File: config.mk
export PLATFORM = sky130hd
export DESIGN_NAME = ibex_sec_erase_seq
export DESIGN_NICKNAME = d
export VERILOG_FILES = /design/src/rtl/ibex_sec_erase_seq.sv
export SDC_FILE = /design/constraint.sdc
export NUM_CORES = 1
export LEC_CHECK = 0
export ABC_AREA = 0
export ABC_CLOCK_PERIOD_IN_PS = 42400
export BUFFER_PORTS_ARGS = -buffer_cell sky130_fd_sc_hd__buf_4
export CORE_MARGIN = 8
export CORE_UTILIZATION = 58
export DETAILED_ROUTE_END_ITERATION = 8
export GPL_TIMING_DRIVEN = 0
export PLACE_DENSITY = 0.82
export SETUP_SLACK_MARGIN = 0.02
export SYNTH_ARGS = -nofsm -noshare
export SYNTH_HDL_FRONTEND = slang
export SYNTH_SLANG_ARGS = --single-unit
File: constraint.sdc
create_clock -name clk_i -period 42.4 [get_ports clk_i]
set_input_delay 10.6 -clock clk_i [delete_from_list [all_inputs] [get_ports clk_i]]
set_output_delay 10.6 -clock clk_i [all_outputs]
set_load 0.01 [all_outputs]
File: src/rtl/ibex_sec_erase_seq.sv
// ibex_sec_erase_seq: secure-erase sequencer for the flop register file.
// Takes an erase mask and strobes sec_ers_o at most EraseWidth registers per
// cycle, lowest index first. A same-cycle writeback to a pending register
// wins: that register is dropped from the erase and never strobed.
// Optional feature macro: SEC_ERASE_STALL_EN (drives stall_o while erasing).
module ibex_sec_erase_seq #(
  parameter int NumRegs    = 32,
  parameter int EraseWidth = 4
) (
  input  logic        clk_i,
  input  logic        rst_ni,
  input  logic        req_valid_i,
  output logic        req_ready_o,
  input  logic [31:0] req_mask_i,
  input  logic        flush_i,
  input  logic        wb_we_i,
  input  logic [4:0]  wb_waddr_i,
  output logic [31:0] sec_ers_o,
  output logic        busy_o,
  output logic        done_o,
  output logic        stall_o
);

  typedef enum logic [1:0] {IDLE, ERASE, DONE} state_e;

  // x0 is hardwired and registers past NumRegs do not exist.
  function automatic logic [31:0] valid_mask();
    logic [31:0] m;
    m = '0;
    for (int i = 1; i < 32; i++) m[i] = (i < NumRegs);
    return m;
  endfunction

  localparam logic [31:0] ValidMask = valid_mask();

  state_e      state_q;
  logic [31:0] pending_q;
  logic        ready_q, busy_q, done_q;
  logic [31:0] wb_bit, cand, ers, pending_nxt;

  // One-hot of the register being written this cycle (x0 writes are ignored).
  always_comb begin
    wb_bit = '0;
    if (wb_we_i && (wb_waddr_i != 5'd0)) wb_bit[wb_waddr_i] = 1'b1;
  end

  assign cand = pending_q & ~wb_bit & ValidMask;

  // Pick the lowest-indexed EraseWidth candidates for this cycle.
  always_comb begin
    int cnt;
    cnt = 0;
    ers = '0;
    for (int i = 0; i < 32; i++) begin
      if (cand[i] && (cnt < EraseWidth)) begin
        ers[i] = 1'b1;
        cnt    = cnt + 1;
      end
    end
  end

  assign pending_nxt = pending_q & ~ers & ~wb_bit;
  assign sec_ers_o   = ((state_q == ERASE) && !flush_i) ? ers : '0;

  // Sequencer FSM with registered status outputs; flush overrides everything.
  always_ff @(posedge clk_i or negedge rst_ni) begin
    if (!rst_ni) begin
      state_q   <= IDLE;
      pending_q <= '0;
      ready_q   <= 1'b1;
      busy_q    <= 1'b0;
      done_q    <= 1'b0;
    end else if (flush_i) begin
      state_q   <= IDLE;
      pending_q <= '0;
      ready_q   <= 1'b1;
      busy_q    <= 1'b0;
      done_q    <= 1'b0;
    end else begin
      case (state_q)
        IDLE: begin
          if (req_valid_i) begin
            pending_q <= req_mask_i & ValidMask;
            ready_q   <= 1'b0;
            if ((req_mask_i & ValidMask) != '0) begin
              state_q <= ERASE;
              busy_q  <= 1'b1;
            end else begin
              state_q <= DONE;
              done_q  <= 1'b1;
            end
          end
        end
        ERASE: begin
          pending_q <= pending_nxt;
          if (pending_nxt == '0) begin
            state_q <= DONE;
            busy_q  <= 1'b0;
            done_q  <= 1'b1;
          end
        end
        DONE: begin
          state_q <= IDLE;
          ready_q <= 1'b1;
          done_q  <= 1'b0;
        end
        default: begin
          state_q   <= IDLE;
          pending_q <= '0;
          ready_q   <= 1'b1;
          busy_q    <= 1'b0;
          done_q    <= 1'b0;
        end
      endcase
    end
  end

  assign req_ready_o = ready_q;
  assign busy_o      = busy_q;
  assign done_o      = done_q;

`ifdef SEC_ERASE_STALL_EN
  assign stall_o = busy_q | (req_valid_i & ready_q);
`else
  assign stall_o = 1'b0;
`endif

endmodule

==> metrics.cfg, run 1 <==
[outcome]
run_status = complete, no violations

[setup_path]
path_buf_inv = 14
cpPeakStageDelay_ns = 0.51
crit_family = simple AND/OR/NAND/NOR gates
cp_common_cell = ha_1
reg2reg_slack_ns = 22.71
worstSetupStartpointType = input pin
critical_path_required_ns = 31.80
slowest_stage = or4_1
crit_path_end_kind = output port
crit_type = input pin to output port
critPathMaxFanout = 12
worstPathArrival_ns = 30.48

[floorplanning]
core_area_um2 = 7687
start_util_pct = 59.52
std_cell_rows = 32
ios = 78
dieWidth_um = 104.8
dieArea_um2 = 10990
die_y_um = 104.8

[grt]
grt_max_degree = 38
antenna_found_initial = 0
overflow = 0
grt_pass1_vias = 4916
grtUsageTotal_pct = 25.81
grt_pass1_wl_mm = 23.97

[timing]
setup_violations = 0
slew_headroom_pct = 25.29
tightest_slew_ns = 1.112
hold_violations = 0
min_period_over_period_pct = 96.88
timing.setup.tns_ns = 0
rsz0062_at_grt = no
maxSlewViolCount = 0
min_period_ns = 41.08
fmax_mhz = 24.34
clock_skew_ns = 0.005927

[final_layout]
seq_area_um2 = 927.1
fin_nets = 769
layout-drive-gt1-share_pct = 16.86
syn_to_final_growth_pct = 17.53
n_antenna_cell = 0
multiInputGateArea_um2 = 3466
nFillCells = 678

[cts]
cts_hold_buf = 0
cts-root-buf = clkbuf_8
insertion_delay_ns = 0.30
htreeDepth = 2
postCtsSetupRepairBufs = 0
clk_pin_slew_worst_paths_ns = 0.07
cts.sinks = 37
cts_buffers = 5
clockBufferDepth = 2
cts_tree = done

[drt]
drc = 0
dr_total_vias = 5118
wl_per_cell_um = 18.62
drt-initial-drc-count = 410
wl_mm = 14.94
viasPerCell = 6.382
firstDrtPassIters = 5
antenna_left = 0

[hold_path]
worstHoldPathType = register to register

[yosys]
synth.avg_cell_area_um2 = 7.404
yosysWarnings = 0
seq_area_frac_synth_pct = 20.26
syn_inst = 618
synth-seq-cells = 37
synthFlopType = dfrtp_1
synth-async-reset-ratio_pct = 100.0
synth.cell_area_um2 = 4576
synthDistinctLibCells = 69
synth_edf_count = 0

[place]
place_congestion = 0.9199
place_hpwl_mm = 11.57
portBuffers = 74

[job]
maxCapViolCount = 0

-- flip-flops by register name, indices dropped and copies added, names as in the netlist --
signal       cells
pending_q       32
busy_o           1
req_ready_o      1
state_q          2
done_o           1
-- layout by cell type, fill, tap and decap left out, types with 3 or more instances in the layout --
cell / netlist / final
xor2_1: 7 / 6
xnor2_1: 19 / 19
a21oi_1: 33 / 33
or3b_2: 3 / 3
o31ai_1: 4 / 4
o2111ai_1: 3 / 3
o21a_1: 22 / 22
nor3_1: 29 / 28
mux2i_1: 17 / 17
ha_1: 28 / 28
clkbuf_1: 24 / 22
buf_4: 3 / 77
and2_1: 11 / 11
a211oi_1: 3 / 3
inv_1: 23 / 23
a22o_1: 5 / 5
o211ai_1: 12 / 12
nor2_1: 71 / 71
or3_1: 6 / 6
o21ai_0: 62 / 61
nor2b_1: 5 / 5
a22oi_1: 3 / 3
nand3_1: 13 / 13
nand2b_1: 4 / 4
or2_2: 3 / 3
a21o_1: 3 / 3
o211a_1: 3 / 3
mux2_2: 9 / 9
a21boi_0: 3 / 3
nand4_1: 13 / 13
and3_1: 7 / 7
nand2_1: 64 / 64
nand3b_1: 6 / 6
clkbuf_8: 0 / 5
o21ai_1: 3 / 4
dfrtp_1: 36 / 36
a2bb2oi_1: 3 / 3
nor4_1: 15 / 14
-- stage by stage --
stage	setup slack (ns)	hold slack [ns]	utilization, %	cell area (um^2)	instances
floorplan	3.448	0.4436	-	4579	619
global placement	1.018	0.4544	68.46	5263	795
detailed placement	0.6016	0.4524	68.46	5263	795
CTS	0.5012	0.4643	69.53	5345	803
global route	0.07765	0.5092	69.95	5378	802
finish	1.322	0.4660	69.95	5378	802
-- metal layers --
layer	vias to the layer above	wire [um]	GRT usage, %
li1	2410	-	-
met1	2414	6387	34.08
met2	261	6909	41.81
met3	33	1289	4.607
met4	0	349	7.951
met5	-	0	0
-- cell type report --
type                       instances  share of cell area, %
clock inverter                     2                 0.1861
sequential                        37                  17.24
multi-input combinational        527                  64.45
buffer                            30                  2.396
timing repair buffer              74                  10.33
clock buffer                       6                  1.349
inverter                          24                  1.675
tap                              102                  2.373
-- path summary, 6_finish.rpt --
check	endpoint	start	depth (start not counted)
hold / removal	req_ready_o	req_ready_o	2
max in group asynchronous	req_ready_o	rst_ni	1
hold reg to reg	req_ready_o	req_ready_o	2
setup reg to reg	done_o	pending_q[1]	90
setup / recovery	sec_ers_o[31]	wb_waddr_i[0]	93
min in group asynchronous	pending_q[29]	rst_ni	1
-- worst min-delay path: cells and delay by family, from the launching register on --
kind | cells | cell delay [ns]
flip-flops | 1 | 0.38
AND/OR/NAND/NOR | 2 | 0.09
-- logic make-up after synthesis --
group / Yosys count / synth area share (%)
buf+inv: 55 / 4.813
mux: 26 / 5.934
xor+xnor: 33 / 8.614
flops: 37 / 20.26
other cells: 1 / 0.08196
compound gates: 177 / 24.69
simple gates: 261 / 27.95
fa+ha+maj: 28 / 7.657
-- repair_timing --
item                                    CTS  global route
endpoints found under the setup margin    0             2
resized for setup                         0            10
endpoints found under the hold margin     0             0
-- Yosys cell counts (all sizes together) (4+ instances only) --
library cell  count  area share (%)
a22o              5            0.96
mux2i            17             3.7
nand2            64             5.3
buf               7            0.88
and2             11             1.5
and3              7            0.96
xor2              7             1.3
nand2b            4            0.55
dfrtp            36              20
or3               6            0.82
o21a             22             3.6
nor4             15             2.1
o211a             4            0.88
nor2b             5            0.68
o31ai             4            0.66
xnor2            22             5.2
nand4            13             1.8
a21oi            33             3.6
nand3b            6            0.98
o211ai           12             2.0
nor2             71             5.8
mux2              9             2.2
inv              24             2.0
nor3             29             3.2
ha               28             7.7
or3b              4            0.77
o21ai            65             7.1
nand3            13             1.4
or2               4            0.55
clkbuf           24             2.0
Power of run 1 is not shown: default switching activity piles up to over one toggle a cycle in this logic, so the estimate is an artifact.
==> inputs of run 2 (changes only) <==
--- a/config.mk
+++ b/config.mk
@@ -6,7 +6,7 @@
 export NUM_CORES = 1
 export LEC_CHECK = 0
 export ABC_AREA = 0
-export ABC_CLOCK_PERIOD_IN_PS = 42400
+export ABC_CLOCK_PERIOD_IN_PS = 43200
 export BUFFER_PORTS_ARGS = -buffer_cell sky130_fd_sc_hd__buf_4
 export CORE_MARGIN = 8
 export CORE_UTILIZATION = 58
@@ -17,3 +17,4 @@
 export SYNTH_ARGS = -nofsm -noshare
 export SYNTH_HDL_FRONTEND = slang
 export SYNTH_SLANG_ARGS = --single-unit
+export TNS_END_PERCENT = 20
==> constraint.sdc (replaced) <==
create_clock -name clk_i -period 43.2 [get_ports clk_i]
set_input_delay 10.8 -clock clk_i [delete_from_list [all_inputs] [get_ports clk_i]]
set_output_delay 10.8 -clock clk_i [all_outputs]
set_load 0.01 [all_outputs]
==> run 2 against run 1 <==
Compared with the run above:
- global-route usage stayed put
- sequential share of layout area is essentially flat
- die area unchanged
- first-iteration DRC count grew 5.4%
- non-clock buffer count is 1 higher
- cell count rose by 0.12%
- count of clock-buffer cells in the layout did not move
- setup slack lost 0.034 ns
- hold slack improved by 0.00051 ns
- critical path depth down 3
- flip-flop and latch count unchanged
- critical path type unchanged
- highest routed layer unchanged
==> metrics.cfg, run 2 (synthesized netlist as in run 1, its figures left out) <==
[floorplanning]
ios = 78  ; unchanged
die_y_um = 104.8  ; unchanged
start_util_pct = 59.52  ; unchanged
dieArea_um2 = 10990  ; unchanged
dieWidth_um = 104.8  ; unchanged
std_cell_rows = 32  ; unchanged
core_area_um2 = 7687  ; unchanged

[final_layout]
n_antenna_cell = 0  ; unchanged
final_cells = 803  ; was 802
final_common_cell = buf_4  ; unchanged
largest_reg_flops = 32  ; unchanged
layout_common_cells = 77 x buf_4, 71 x nor2_1, 64 x nand2_1  ; unchanged
largest_register = pending_q  ; unchanged
top_regs = pending_q x32, state_q x2  ; unchanged
syn_to_final_growth_pct = 17.39  ; was 17.53%
nFillCells = 683  ; was 678
layout-drive-gt1-share_pct = 16.41  ; was 16.86%
fin_nets = 770  ; was 769

[place]
place_congestion = 0.9199  ; unchanged
placed_cells = 795  ; unchanged
pre_cts_ws_ns = 1.002  ; was 0.6016 ns
portBuffers = 74  ; unchanged
place_hpwl_mm = 11.57  ; unchanged

[timing]
fmax_mhz = 23.86
maxSlewViolCount = 0  ; unchanged
timing.setup.tns_ns = 0  ; unchanged
min_period_over_period_pct = 97.02
hold_ws_ns = 0.4665  ; was 0.4660 ns
tightest_slew_ns = 1.126  ; was 1.112 ns
min_period_ns = 41.91
slew_headroom_pct = 24.33  ; was 25.29%
hold_violations = 0  ; unchanged
rsz0062_at_grt = no  ; unchanged
setup_violations = 0  ; unchanged
clock_skew_ns = 0.003771  ; was 0.005927 ns
layout_setup_ws_ns = 1.287  ; was 1.322 ns

[setup_path]
cpPeakStageDelay_ns = 0.55  ; was 0.51 ns
critical_path_required_ns = 32.40  ; was 31.80 ns
critPathMaxFanout = 10  ; was 12
slowest_stage = clkbuf_1  ; was or4_1
crit_type = input pin to output port  ; unchanged
path_buf_inv = 15  ; was 14
cp_common_cell = ha_1  ; unchanged
worstPathArrival_ns = 31.11  ; was 30.48 ns
crit_family = simple AND/OR/NAND/NOR gates  ; unchanged
worstSetupStartpointType = input pin  ; unchanged
crit_path_end_kind = output port  ; unchanged

[cts]
htreeDepth = 2  ; unchanged
insertion_delay_ns = 0.30  ; about the same
cts_hold_buf = 0  ; unchanged
cts_tree = done  ; unchanged
clk_pin_slew_worst_paths_ns = 0.07  ; about the same
cts.sinks = 37  ; unchanged
clockBufferDepth = 2  ; unchanged
cts-root-buf = clkbuf_8  ; unchanged
cts_buffers = 5  ; unchanged

[drt]
antenna_left = 0  ; unchanged
wl_met2_mm = 6.865  ; was 6.909 mm
firstDrtPassIters = 5  ; unchanged
top_layer_used = met4  ; unchanged
dr_total_vias = 5164  ; was 5118
viasPerCell = 6.431  ; was 6.382
wl_per_cell_um = 18.45  ; was 18.62 um
wl_mm = 14.81  ; was 14.94 mm
drt-initial-drc-count = 432  ; was 410
route.met3.wl_mm = 1.327  ; was 1.289 mm
drc = 0  ; unchanged
wl_met1_mm = 6.254  ; was 6.387 mm

[outcome]
run_status = complete, no violations  ; unchanged

[grt]
antenna_found_initial = 0  ; unchanged
grt_pass1_wl_mm = 23.97  ; unchanged
grt_pass1_vias = 4916  ; unchanged
grtUsageTotal_pct = 25.81  ; unchanged
grt_max_degree = 38  ; unchanged
overflow = 0  ; unchanged

[hold_path]
worstHoldPathType = register to register  ; unchanged

[job]
maxCapViolCount = 0  ; unchanged

run 2: worst paths after layout:
path                                 end  cells after the start  slack [ns]     startpoint
hold reg to reg              req_ready_o                      2        0.47    req_ready_o
max in group asynchronous    req_ready_o                      1       32.38         rst_ni
min in group asynchronous  pending_q[31]                      1       10.47         rst_ni
hold / removal               req_ready_o                      2        0.47    req_ready_o
setup / recovery           sec_ers_o[31]                     90        1.29  wb_waddr_i[1]
setup reg to reg                  done_o                     87       23.38   pending_q[1]
run 2: worst reg2reg max path: cells and delay by family, from the launching register on:
family,cells,cell delay (ns)
DFF,1,0.35
and+or+nand+nor,23,4.89
buffers and inverters,12,1.67
AOI/OAI and AO/OA,22,4.75
adders and majority gates,17,4.30
muxes,4,1.15
xor gates and xnor gates,9,2.66
run 2: cell type report:
type                            count  area (um^2)  area share (%)
Timing Repair Buffer               74        555.5           10.34
Buffer                             31        130.1           2.423
Tap cell                          102        127.6           2.376
Multi-Input combinational cell    527         3458           64.38
Clock inverter                      2        10.01          0.1863
Clock buffer                        6        72.57           1.351
Sequential cell                    37        927.1           17.26
Inverter                           24        90.09           1.677
run 2: repair_timing:
item	in CTS	in global routing
endpoints found under the hold margin	0	0
endpoints found under the setup margin	0	2
buffers inserted	0	0
gates resized for setup	0	4
run 2: layer usage:
metal  global-route usage (%)  up-vias
li1                         -     2410
met2                    41.81      276
met3                    4.607       32
met5                        0        -
met4                    7.951        0
met1                    34.08     2446
run 2: stage by stage:
stage / cell area, um^2 / utilization, %
floorplan: 4579 / -
global placement: 5263 / 68.46
detailed placement: 5263 / 68.46
CTS: 5345 / 69.53
global route: 5371 / 69.87
finish: 5371 / 69.87
Power of run 2 is left out for the same reason.
==> inputs of run 3 (changes only) <==
--- a/config.mk
+++ b/config.mk
@@ -6,13 +6,13 @@
 export NUM_CORES = 1
 export LEC_CHECK = 0
 export ABC_AREA = 0
-export ABC_CLOCK_PERIOD_IN_PS = 43200
+export ABC_CLOCK_PERIOD_IN_PS = 51000
 export BUFFER_PORTS_ARGS = -buffer_cell sky130_fd_sc_hd__buf_4
 export CORE_MARGIN = 8
-export CORE_UTILIZATION = 58
+export CORE_UTILIZATION = 60
 export DETAILED_ROUTE_END_ITERATION = 8
 export GPL_TIMING_DRIVEN = 0
-export PLACE_DENSITY = 0.82
+export PLACE_DENSITY = 0.86
 export SETUP_SLACK_MARGIN = 0.02
 export SYNTH_ARGS = -nofsm -noshare
 export SYNTH_HDL_FRONTEND = slang
==> constraint.sdc (replaced) <==
create_clock -name clk_i -period 51 [get_ports clk_i]
set_input_delay 12.75 -clock clk_i [delete_from_list [all_inputs] [get_ports clk_i]]
set_output_delay 12.75 -clock clk_i [all_outputs]
set_load 0.01 [all_outputs]
==> run 3 against run 2 <==
Compared with the run above:
- global-route usage rose by 2.2 points
- count of clock-buffer cells in the layout rose by 1
- critical endpoint unchanged
- first-iteration DRC count increased by 15%
==> metrics.cfg, run 3 (synthesized netlist as in run 1, its figures left out) <==
[outcome]
run_status = complete, no violations  ; unchanged

[setup_path]
worstSetupStartpointType = input pin  ; unchanged
critPathMaxFanout = 10  ; unchanged
crit_type = input pin to output port  ; unchanged
worstSetupStartpoint = wb_waddr_i[1]  ; unchanged
cp_common_cell = ha_1  ; unchanged
worstPathArrival_ns = 33.69  ; was 31.11 ns
slowest_stage = nor4_1  ; was clkbuf_1
crit_path_end_kind = output port  ; unchanged
rr_startpoint = pending_q[1]  ; unchanged
cpPeakStageDelay_ns = 0.85  ; was 0.55 ns
critical_path_required_ns = 38.25  ; was 32.40 ns

[floorplanning]
die_y_um = 103.3  ; was 104.8 um
ios = 78  ; unchanged
dieArea_um2 = 10680  ; was 10990 um^2
start_util_pct = 60.47  ; was 59.52%
std_cell_rows = 32  ; unchanged
dieWidth_um = 103.3  ; was 104.8 um
core_area_um2 = 7567  ; was 7687 um^2

[final_layout]
final_common_cell = buf_4  ; unchanged
nFillCells = 627  ; was 683
n_antenna_cell = 0  ; unchanged
largest_reg_flops = 32  ; unchanged
fin_nets = 770  ; unchanged
syn_to_final_growth_pct = 17.23  ; was 17.39%
layout-drive-gt1-share_pct = 16.12  ; was 16.41%
largest_register = pending_q  ; unchanged
top_regs = pending_q x32, state_q x2  ; unchanged
layout_common_cells = 77 x buf_4, 71 x nor2_1, 64 x nand2_1  ; unchanged

[drt]
wl_per_cell_um = 18.06  ; was 18.45 um
dr_total_vias = 5099  ; was 5164
antenna_left = 0  ; unchanged
drc = 0  ; unchanged
firstDrtPassIters = 6  ; was 5
viasPerCell = 6.350  ; was 6.431
drt-initial-drc-count = 497  ; was 432
wl_mm = 14.50  ; was 14.81 mm

[cts]
post_cts_resized = 0  ; unchanged
cts_tree = done  ; unchanged
cts.sinks = 37  ; unchanged
cts_buffers = 5  ; unchanged
cts_hold_buf = 0  ; unchanged
cts-root-buf = clkbuf_8  ; unchanged
clockBufferDepth = 2  ; unchanged
htreeDepth = 2  ; unchanged
insertion_delay_ns = 0.29  ; was 0.30 ns
clk_pin_slew_worst_paths_ns = 0.07  ; about the same
postCtsSetupRepairBufs = 0  ; unchanged

[place]
place_congestion = 0.9310  ; was 0.9199
place_hpwl_mm = 11.42  ; was 11.57 mm
portBuffers = 74  ; unchanged

[timing]
slew_headroom_pct = 17.36  ; was 24.33%
rsz0062_at_grt = no  ; unchanged
hold_violations = 0  ; unchanged
timing.setup.tns_ns = 0  ; unchanged
maxSlewViolCount = 0  ; unchanged
setup_violations = 0  ; unchanged
min_period_over_period_pct = 91.07
clock_skew_ns = 0.008314  ; was 0.003771 ns
fmax_mhz = 21.53
min_period_ns = 46.44
tightest_slew_ns = 1.230  ; was 1.126 ns

[grt]
grtUsageTotal_pct = 27.97  ; was 25.81%
met2_usage_pct = 47.20  ; was 41.81%
overflow = 0  ; unchanged
grt_max_degree = 38  ; unchanged
antenna_found_initial = 0  ; unchanged
grt-busiest-layer = met2  ; unchanged
grtUsageMet3_pct = 5.622  ; was 4.607%
grt_pass1_wl_mm = 23.67  ; was 23.97 mm
grt_pass1_vias = 5032  ; was 4916
met1_usage_pct = 34.92  ; was 34.08%

[job]
maxCapViolCount = 0  ; unchanged

[hold_path]
worstHoldPathType = register to register  ; unchanged
holdCritStartpoint = req_ready_o  ; unchanged

## run 3: path summary, 6_finish.rpt
check / cells past startpoint / slack, ns / endpoint
worst min register to register: 2 / 0.47 / req_ready_o
worst max register to register: 87 / 30.61 / done_o
max in group asynchronous: 1 / 38.22 / req_ready_o
worst max-delay path: 90 / 4.56 / sec_ers_o[31]
worst min-delay path: 2 / 0.47 / req_ready_o
min in group asynchronous: 1 / 12.42 / pending_q[21]
## run 3: worst max-delay path: cells and delay by family
kind	cells	cell delay, ns
AO/OA/AOI/OAI	20	4.67
XOR/XNOR	8	2.27
adder cells (fa/ha/maj)	18	4.71
buffers and inverters	14	2.47
multiplexers	4	1.15
AND/OR/NAND/NOR	26	5.64
## run 3: final cells by class
type	instances	area, um^2	area share, %
tap	102	127.6	2.379
buffer	31	130.1	2.426
multi-input combinational	527	3432	63.98
inverter	24	90.09	1.679
sequential	37	927.1	17.28
clock inverter	1	5.005	0.09331
clock buffer	7	96.34	1.796
timing repair buffer	74	555.5	10.36
## run 3: per-layer routing
layer  up-vias  wire, um
met4         0       344
met1      2382      5935
met2       269      6943
li1       2418         -
met3        30      1277
met5         -         0
## run 3: metrics by stage
stage | utilization, % | hold slack [ns] | area [um^2] | worst slack (ns) | std cells
2_1_floorplan | - | 0.4436 | 4579 | 7.748 | 619
3_3_place_gp | 69.54 | 0.4502 | 5263 | 5.356 | 795
3_5_place_dp | 69.54 | 0.4531 | 5263 | 4.885 | 795
4_1_cts | 70.88 | 0.4676 | 5364 | 4.789 | 803
5_1_grt | 70.88 | 0.4891 | 5364 | 3.300 | 803
6_report | 70.88 | 0.4662 | 5364 | 4.556 | 803
Power of run 3 is left out for the same reason.
